<file path="src/rtl/hazard_tracker.sv">
// RV32I hazard tracker: per-stage rd scoreboard, forwarding selects and load-use stall.
// Optional stall-cycle performance counter enabled by defining HAZARD_PERF_EN.
module hazard_tracker #(
  parameter int DEPTH = 2,
  parameter int SELW  = 2
) (
  input  logic                 clk,
  input  logic                 rst_n,
  input  logic [31:0]          id_instr,
  input  logic                 id_valid,
  input  logic                 adv,
  input  logic                 flush,
  output logic                 stall,
  output logic [SELW-1:0]      fwd_rs1,
  output logic [SELW-1:0]      fwd_rs2,
  output logic [2*DEPTH-1:0]   dep_map,
  output logic [15:0]          stall_count
);

  localparam logic [6:0] OP_REG    = 7'b0110011;
  localparam logic [6:0] OP_BRANCH = 7'b1100011;
  localparam logic [6:0] OP_STORE  = 7'b0100011;
  localparam logic [6:0] OP_IMM    = 7'b0010011;
  localparam logic [6:0] OP_LOAD   = 7'b0000011;
  localparam logic [6:0] OP_JALR   = 7'b1100111;
  localparam logic [6:0] OP_JAL    = 7'b1101111;
  localparam logic [6:0] OP_LUI    = 7'b0110111;
  localparam logic [6:0] OP_AUIPC  = 7'b0010111;

  typedef struct packed {
    logic       valid;
    logic [4:0] rd;
    logic       is_load;
  } entry_t;

  // Index 0 is the EX stage (stage 1); index DEPTH-1 is the oldest.
  entry_t entry_q [DEPTH];
  entry_t entry_d [DEPTH];

  logic [6:0] opcode;
  logic [4:0] rs1, rs2, rd;
  logic       reads_rs1, reads_rs2, writes_rd, is_load;
  logic       rs1_hit [DEPTH];
  logic       rs2_hit [DEPTH];
  logic       unused_instr_bits;

  assign opcode = id_instr[6:0];
  assign rd     = id_instr[11:7];
  assign rs1    = id_instr[19:15];
  assign rs2    = id_instr[24:20];
  assign unused_instr_bits = ^{id_instr[31:25], id_instr[14:12]};

  // NOTE: every signal written in a combinational block gets a default first,
  // so no path leaves it unassigned and no latch is inferred.
  always_comb begin
    reads_rs1 = 1'b0;
    reads_rs2 = 1'b0;
    writes_rd = 1'b0;
    case (opcode)
      OP_REG: begin
        reads_rs1 = 1'b1;
        reads_rs2 = 1'b1;
        writes_rd = 1'b1;
      end
      OP_BRANCH, OP_STORE: begin
        reads_rs1 = 1'b1;
        reads_rs2 = 1'b1;
      end
      OP_IMM, OP_LOAD, OP_JALR: begin
        reads_rs1 = 1'b1;
        writes_rd = 1'b1;
      end
      OP_JAL, OP_LUI, OP_AUIPC: writes_rd = 1'b1;
      default: ;
    endcase
  end

  assign is_load = (opcode == OP_LOAD);

  // A zero source register never matches, so an x0 writer is tracked but inert.
  always_comb begin
    for (int k = 0; k < DEPTH; k++) begin
      rs1_hit[k] = entry_q[k].valid && (entry_q[k].rd == rs1) && (rs1 != 5'd0) && reads_rs1;
      rs2_hit[k] = entry_q[k].valid && (entry_q[k].rd == rs2) && (rs2 != 5'd0) && reads_rs2;
    end
  end

  // Walk oldest to youngest so the youngest match is the last one written.
  always_comb begin
    dep_map = '0;
    fwd_rs1 = '0;
    fwd_rs2 = '0;
    for (int k = DEPTH - 1; k >= 0; k--) begin
      dep_map[2*k]   = rs1_hit[k];
      dep_map[2*k+1] = rs2_hit[k];
      if (rs1_hit[k]) fwd_rs1 = SELW'(k + 1);
      if (rs2_hit[k]) fwd_rs2 = SELW'(k + 1);
    end
  end

  assign stall = id_valid && !flush && entry_q[0].valid && entry_q[0].is_load &&
                 (rs1_hit[0] || rs2_hit[0]);

  always_comb begin
    entry_d = entry_q;
    if (adv) begin
      for (int k = DEPTH - 1; k >= 1; k--) begin
        entry_d[k] = entry_q[k-1];
      end
      if (id_valid && !stall && !flush && writes_rd) begin
        entry_d[0] = '{valid: 1'b1, rd: rd, is_load: is_load};
      end else begin
        entry_d[0] = '0;
      end
    end
  end

  // NOTE: the scoreboard is a handful of flops rather than a RAM, so every
  // field is reset; this is what forces all outputs to 0 while rst_n is low.
  always_ff @(posedge clk or negedge rst_n) begin
    if (!rst_n) begin
      for (int k = 0; k < DEPTH; k++) begin
        entry_q[k] <= '0;
      end
    end else begin
      entry_q <= entry_d;
    end
  end

`ifdef HAZARD_PERF_EN
  logic [15:0] stall_count_q, stall_count_d;

  // Counts only cycles where the stall actually takes effect, saturating at max.
  always_comb begin
    stall_count_d = stall_count_q;
    if (stall && adv && (stall_count_q != 16'hFFFF)) begin
      stall_count_d = stall_count_q + 16'd1;
    end
  end

  always_ff @(posedge clk or negedge rst_n) begin
    if (!rst_n) begin
      stall_count_q <= '0;
    end else begin
      stall_count_q <= stall_count_d;
    end
  end

  assign stall_count = stall_count_q;
`else
  assign stall_count = '0;
`endif

endmodule
</file>
<file path="config.mk">
export PLATFORM = sky130hd
export DESIGN_NAME = hazard_tracker
export DESIGN_NICKNAME = d
export VERILOG_FILES = /design/src/rtl/hazard_tracker.sv
export SDC_FILE = /design/constraint.sdc
export NUM_CORES = 1
export LEC_CHECK = 0
export ABC_AREA = 1
export BUFFER_PORTS_ARGS = -buffer_cell sky130_fd_sc_hd__clkbuf_2
export CAP_MARGIN = 20
export CORE_ASPECT_RATIO = 1.25
export CORE_MARGIN = 10
export CORE_UTILIZATION = 45
export CTS_BUF_LIST = sky130_fd_sc_hd__clkbuf_4 sky130_fd_sc_hd__clkbuf_8
export DETAILED_ROUTE_END_ITERATION = 10
export PLACE_DENSITY = 0.86
export SLEW_MARGIN = 20
export SYNTH_ARGS = -nofsm -noshare
export SYNTH_HDL_FRONTEND = slang
export SYNTH_SLANG_ARGS = --single-unit
</file>
<file path="constraint.sdc">
create_clock -name clk -period 3.63 [get_ports clk]
set_clock_uncertainty 0.1 [all_clocks]
set_input_delay 0.726 -clock clk [delete_from_list [all_inputs] [get_ports clk]]
set_output_delay 0.726 -clock clk [all_outputs]
set_load 0.005 [all_outputs]
</file>
Word level (Yosys, flattened, before mapping)
Index checks and enable logic that the tools add are counted.

Bits in registers: 13. Bits of input ports: 37. Output and inout port bits: 25. Word-level logic and storage cells: 53.

Eq/ne operators: 13. Muxes and demuxes: 8. Reduce and logical (&&, ||, !) cells: 27.

Operators by type and width (count): 7-bit by 6-bit equality test with 1-bit output (second input constant) (3); 7-bit equality test (second input constant) (3); 5-bit equality test (4); 1-bit logical AND (19); 7-bit by 5-bit equality test with 1-bit output (second input constant) (2); 5-bit nonzero test (2); 2-bit two-way mux (4); 7-bit by 2-bit equality test with 1-bit output (second input constant) (1); 7-bit two-way mux (1); 7-bit OR reduction (1); 6-bit OR reduction (1); 1-bit two-way mux (3); 3-bit OR reduction (1); 1-bit logical NOT (2); 1-bit logical OR (1).

Depth between registers and ports, before layout
Word-level depth: 11. Gate-level depth with buffers: 11. Mapped depth without buffers: 11.

Worst setup path after synthesis
OpenSTA, ideal clock, no wires.

Path kind: in2out. Start: input id_instr[22]. End: output fwd_rs2[1]. Arrival time: 1463 ps. Slack: 1341 ps. Stages: 6. Path buffers: 0. Path through: or2_0 -> nor2_1 -> nor2_1 -> nand3_1 -> inv_1 -> nor3_1.

Elaborated cells between the ends (all ways): 11. Those cells by class: eq/ne (2); mux (2); reduce/logical (7).

RTL lines: from (decl) (line 9) `input logic [31:0] id_instr,`; 5-bit equality test (line 84) `rs2_hit[k] = entry_q[k].valid && (entry_q[k].rd == rs2) && (rs2 != 5'd0) && reads_rs2;`; 1-bit logical AND (line 84); 1-bit logical AND * (2 in series) (line 84); via dep_map[1] (line 16) `output logic [2*DEPTH-1:0] dep_map,`; 2-bit two-way mux * (line 97) `if (rs2_hit[k]) fwd_rs2 = SELW'(k + 1);`; to (decl) (line 15) `output logic [SELW-1:0] fwd_rs2,`.

Mark *: on every way through the listed nets, which the timed path passes. The rest lies on a longest branch.

Final worst setup path
Start: input id_instr[22]. End: output fwd_rs2[1].

Word-level cells in the longest chain between the ends: 6. Elaborated cells between the ends (all ways): 11. Those cells by class: eq/ne (2); mux (2); reduce/logical (7).

RTL lines (line): 5-bit equality test (84); 1-bit logical AND (3 in series) (84); 2-bit two-way mux (97); 2-bit two-way mux * (97).

Mark *: on every way between the ends. The rest lies on a longest branch, timed or not.

==> qor.txt <==
YS warnings: 0
sequential power share: 0.490
outcome: finished, final reports clean
max layer used: met4
number of flip-flops in the largest register: 13
H-tree levels: 1
Synth top area share: 0.269
core area: 2500 µm²
Syn Area/Cell: 6.19 µm²
synthesis-stage register bit count: 13
Worst-path clk slew: 0.08 ns
vias in the first global route: 1111
max_cap viols: 0
Crit. End Element: output pin
CTS tree: done
setup bufs post-CTS: 0
Comb power frac: 0.192
number of flops mapped to enable cells by yosys: 0
post-synthesis cell count: 195
Crit Path Class: in2out
Synth top cells by count: 54 x nand2_1, 32 x inv_1, 18 x buf_4, 18 x nor2_1, 17 x nand3_1
CP required: 2.80 ns
Final min period: 2.64 ns
Via density: 4.58
Worst Hold Class: in2async
worst path arrival time: 1.81 ns
fraction of layout cells with a size suffix above 1: 0.226
ys async rst share: 1.00
die area: 5170 µm²
largest net degree at the start of global routing: 14
Rows: 20
Pleak: 0.843 nW
die height: 77.9 µm
CTS Hold Bufs: 0
Seq/Total Area, Yosys: 0.269
top flop regs: entry_q x13
Net Sw Frac: 0.275
Residual DRC: 0
count leader, synth: nand2_1
Worst Path Max Fanout: 3
met1 wire length: 1190 µm
WL final: 2860 µm
RSZ-0062 raised after global routing: false
PwrDens: 219 nW/µm²
Pint: 218 µW
via count: 1205
Worst VDD drop: 152 µV
wire per inst: 10.9 µm
Ant. Diodes: 0
nets@finish: 268
Initial Util: 0.482
critical path startpoint category: input pin
GPL Wtd Cong: 0.933
antenna violations before repair: 0
Pins Over Slew Limit: 0
Pwr Total: 301 µW
CTS max path bufs: 2
global-route usage over all layers: 0.106
final worst path period share: 0.726
Buffers on Ports: 35
Num CTS Buffers: 3
Clock Tree Root: clkbuf_4
first-pass iteration count of the detailed router: 4
Area growth syn-to-layout: 13.6%
main flop type after synthesis: dfrtp_1
setup_tns: 0 ns
Hold Fails Final Rpt: 0
DRT iter0 DRCs: 68
global-route wire length before repair: 4570 µm
DR WL met2: 1340 µm
io pins: 62
clock sink total: 13
# setup viols final: 0
GR Overflow Total: 0
worst-skew pair later-pin latency: 0.27 ns
Sw Pwr: 82.6 µW
leading area contributor after synthesis: dfrtp_1
Distinct cells, synth: 24
die width: 66.3 µm
synthesized area: 1210 µm²
Largest Register: entry_q
Final ANT Viol Nets: 0
maximum clock rate: 379 MHz
top cells by area, synth: dfrtp_1 27%, nand2_1 17%, buf_4 11%
met3 WL post-DR: 264 µm
Post-CTS Resized: 0
clock power share: 0.317
dpl hpwl: 2510 µm
[layout make-up]
type | instances | area [µm²]
sequential | 13 | 325
multi-input combinational | 144 | 672
clock buffer | 4 | 30.0
fill | 263 | 1130
timing repair buffer | 35 | 175
tap | 33 | 41.3
inverter | 34 | 128
[power groups by stage]
stage | logic (mW) | registers (mW) | clock network (mW)
6_report | 0.0578 | 0.147 | 0.0954
5_1_grt | 0.0673 | 0.148 | 0.107
4_1_cts | 0.0574 | 0.147 | 0.0967
3_5_place_dp | 0.0572 | 0.150 | 0
3_3_place_gp | 0.0564 | 0.150 | 0
2_1_floorplan | 0.0435 | 0.150 | 0
[cell families (layout without fill, tap and decap cells)]
family                    count (synthesis)  after routing  synth area share
and+or+nand+nor                         106            106             0.391
buffers and inverters                    53             73             0.221
AOI/OAI and AO/OA                        15             15            0.0653
DFF                                      13             13             0.269
xor gates and xnor gates                  7              7            0.0508
other                                     1             16           0.00311
[layer usage]
metal,global-route usage,vias up
met3,0.0330,8
li1,-,630
met1,0.117,526
met5,0,-
met2,0.180,41
met4,0.0420,0
[worst max-delay path, stage by stage]
cell	delay (ns)
clkbuf_2	0.11
or2_0	0.23
nor2_1	0.17
nor2_1	0.06
nand3_1	0.11
inv_1	0.08
nor3_1	0.18
clkbuf_2	0.15
[cells in the final DEF, fill, tap and decap left out]
cell	n
conb_1	16
xor2_1	2
nor2_2	5
nand3b_1	1
nand2_2	4
inv_1	32
clkbuf_4	4
nor4_1	1
dfrtp_1	13
nor2_4	1
nand3_1	17
inv_2	2
o21ai_0	7
o22ai_1	3
nor3_1	1
o21ai_1	1
nor2_1	18
a21oi_1	4
nand2_4	1
xnor2_1	5
clkbuf_2	35
or2_0	1
nand2_1	54
nand4_1	2
[final timing paths]
path,startpoint,endpoint,slack (ns),depth (start not counted)
setup / recovery,id_instr[22],fwd_rs2[1],0.99,8
hold / removal,rst_n,entry_q[12],0.22,1
setup reg to reg,entry_q[9],entry_q[9],2.14,11
hold reg to reg,entry_q[7],entry_q[7],0.40,2
max in group asynchronous,rst_n,entry_q[4],2.97,1
min in group clk,entry_q[7],entry_q[7],0.40,2
[metrics by stage]
stage | instance area, µm² | util | hold WS, ns | setup WS, ns | cells
finish | 1370 | 0.548 | 0.223 | 0.994 | 263
global route | 1370 | 0.548 | 0.241 | 0.928 | 263
CTS | 1370 | 0.548 | 0.231 | 0.996 | 263
detailed placement | 1340 | 0.536 | 0.378 | 1.00 | 259
global placement | 1340 | 0.536 | 0.368 | 1.03 | 259
floorplan | 1260 | - | 0.330 | 1.34 | 210
Power figures use the tool's default switching activity.
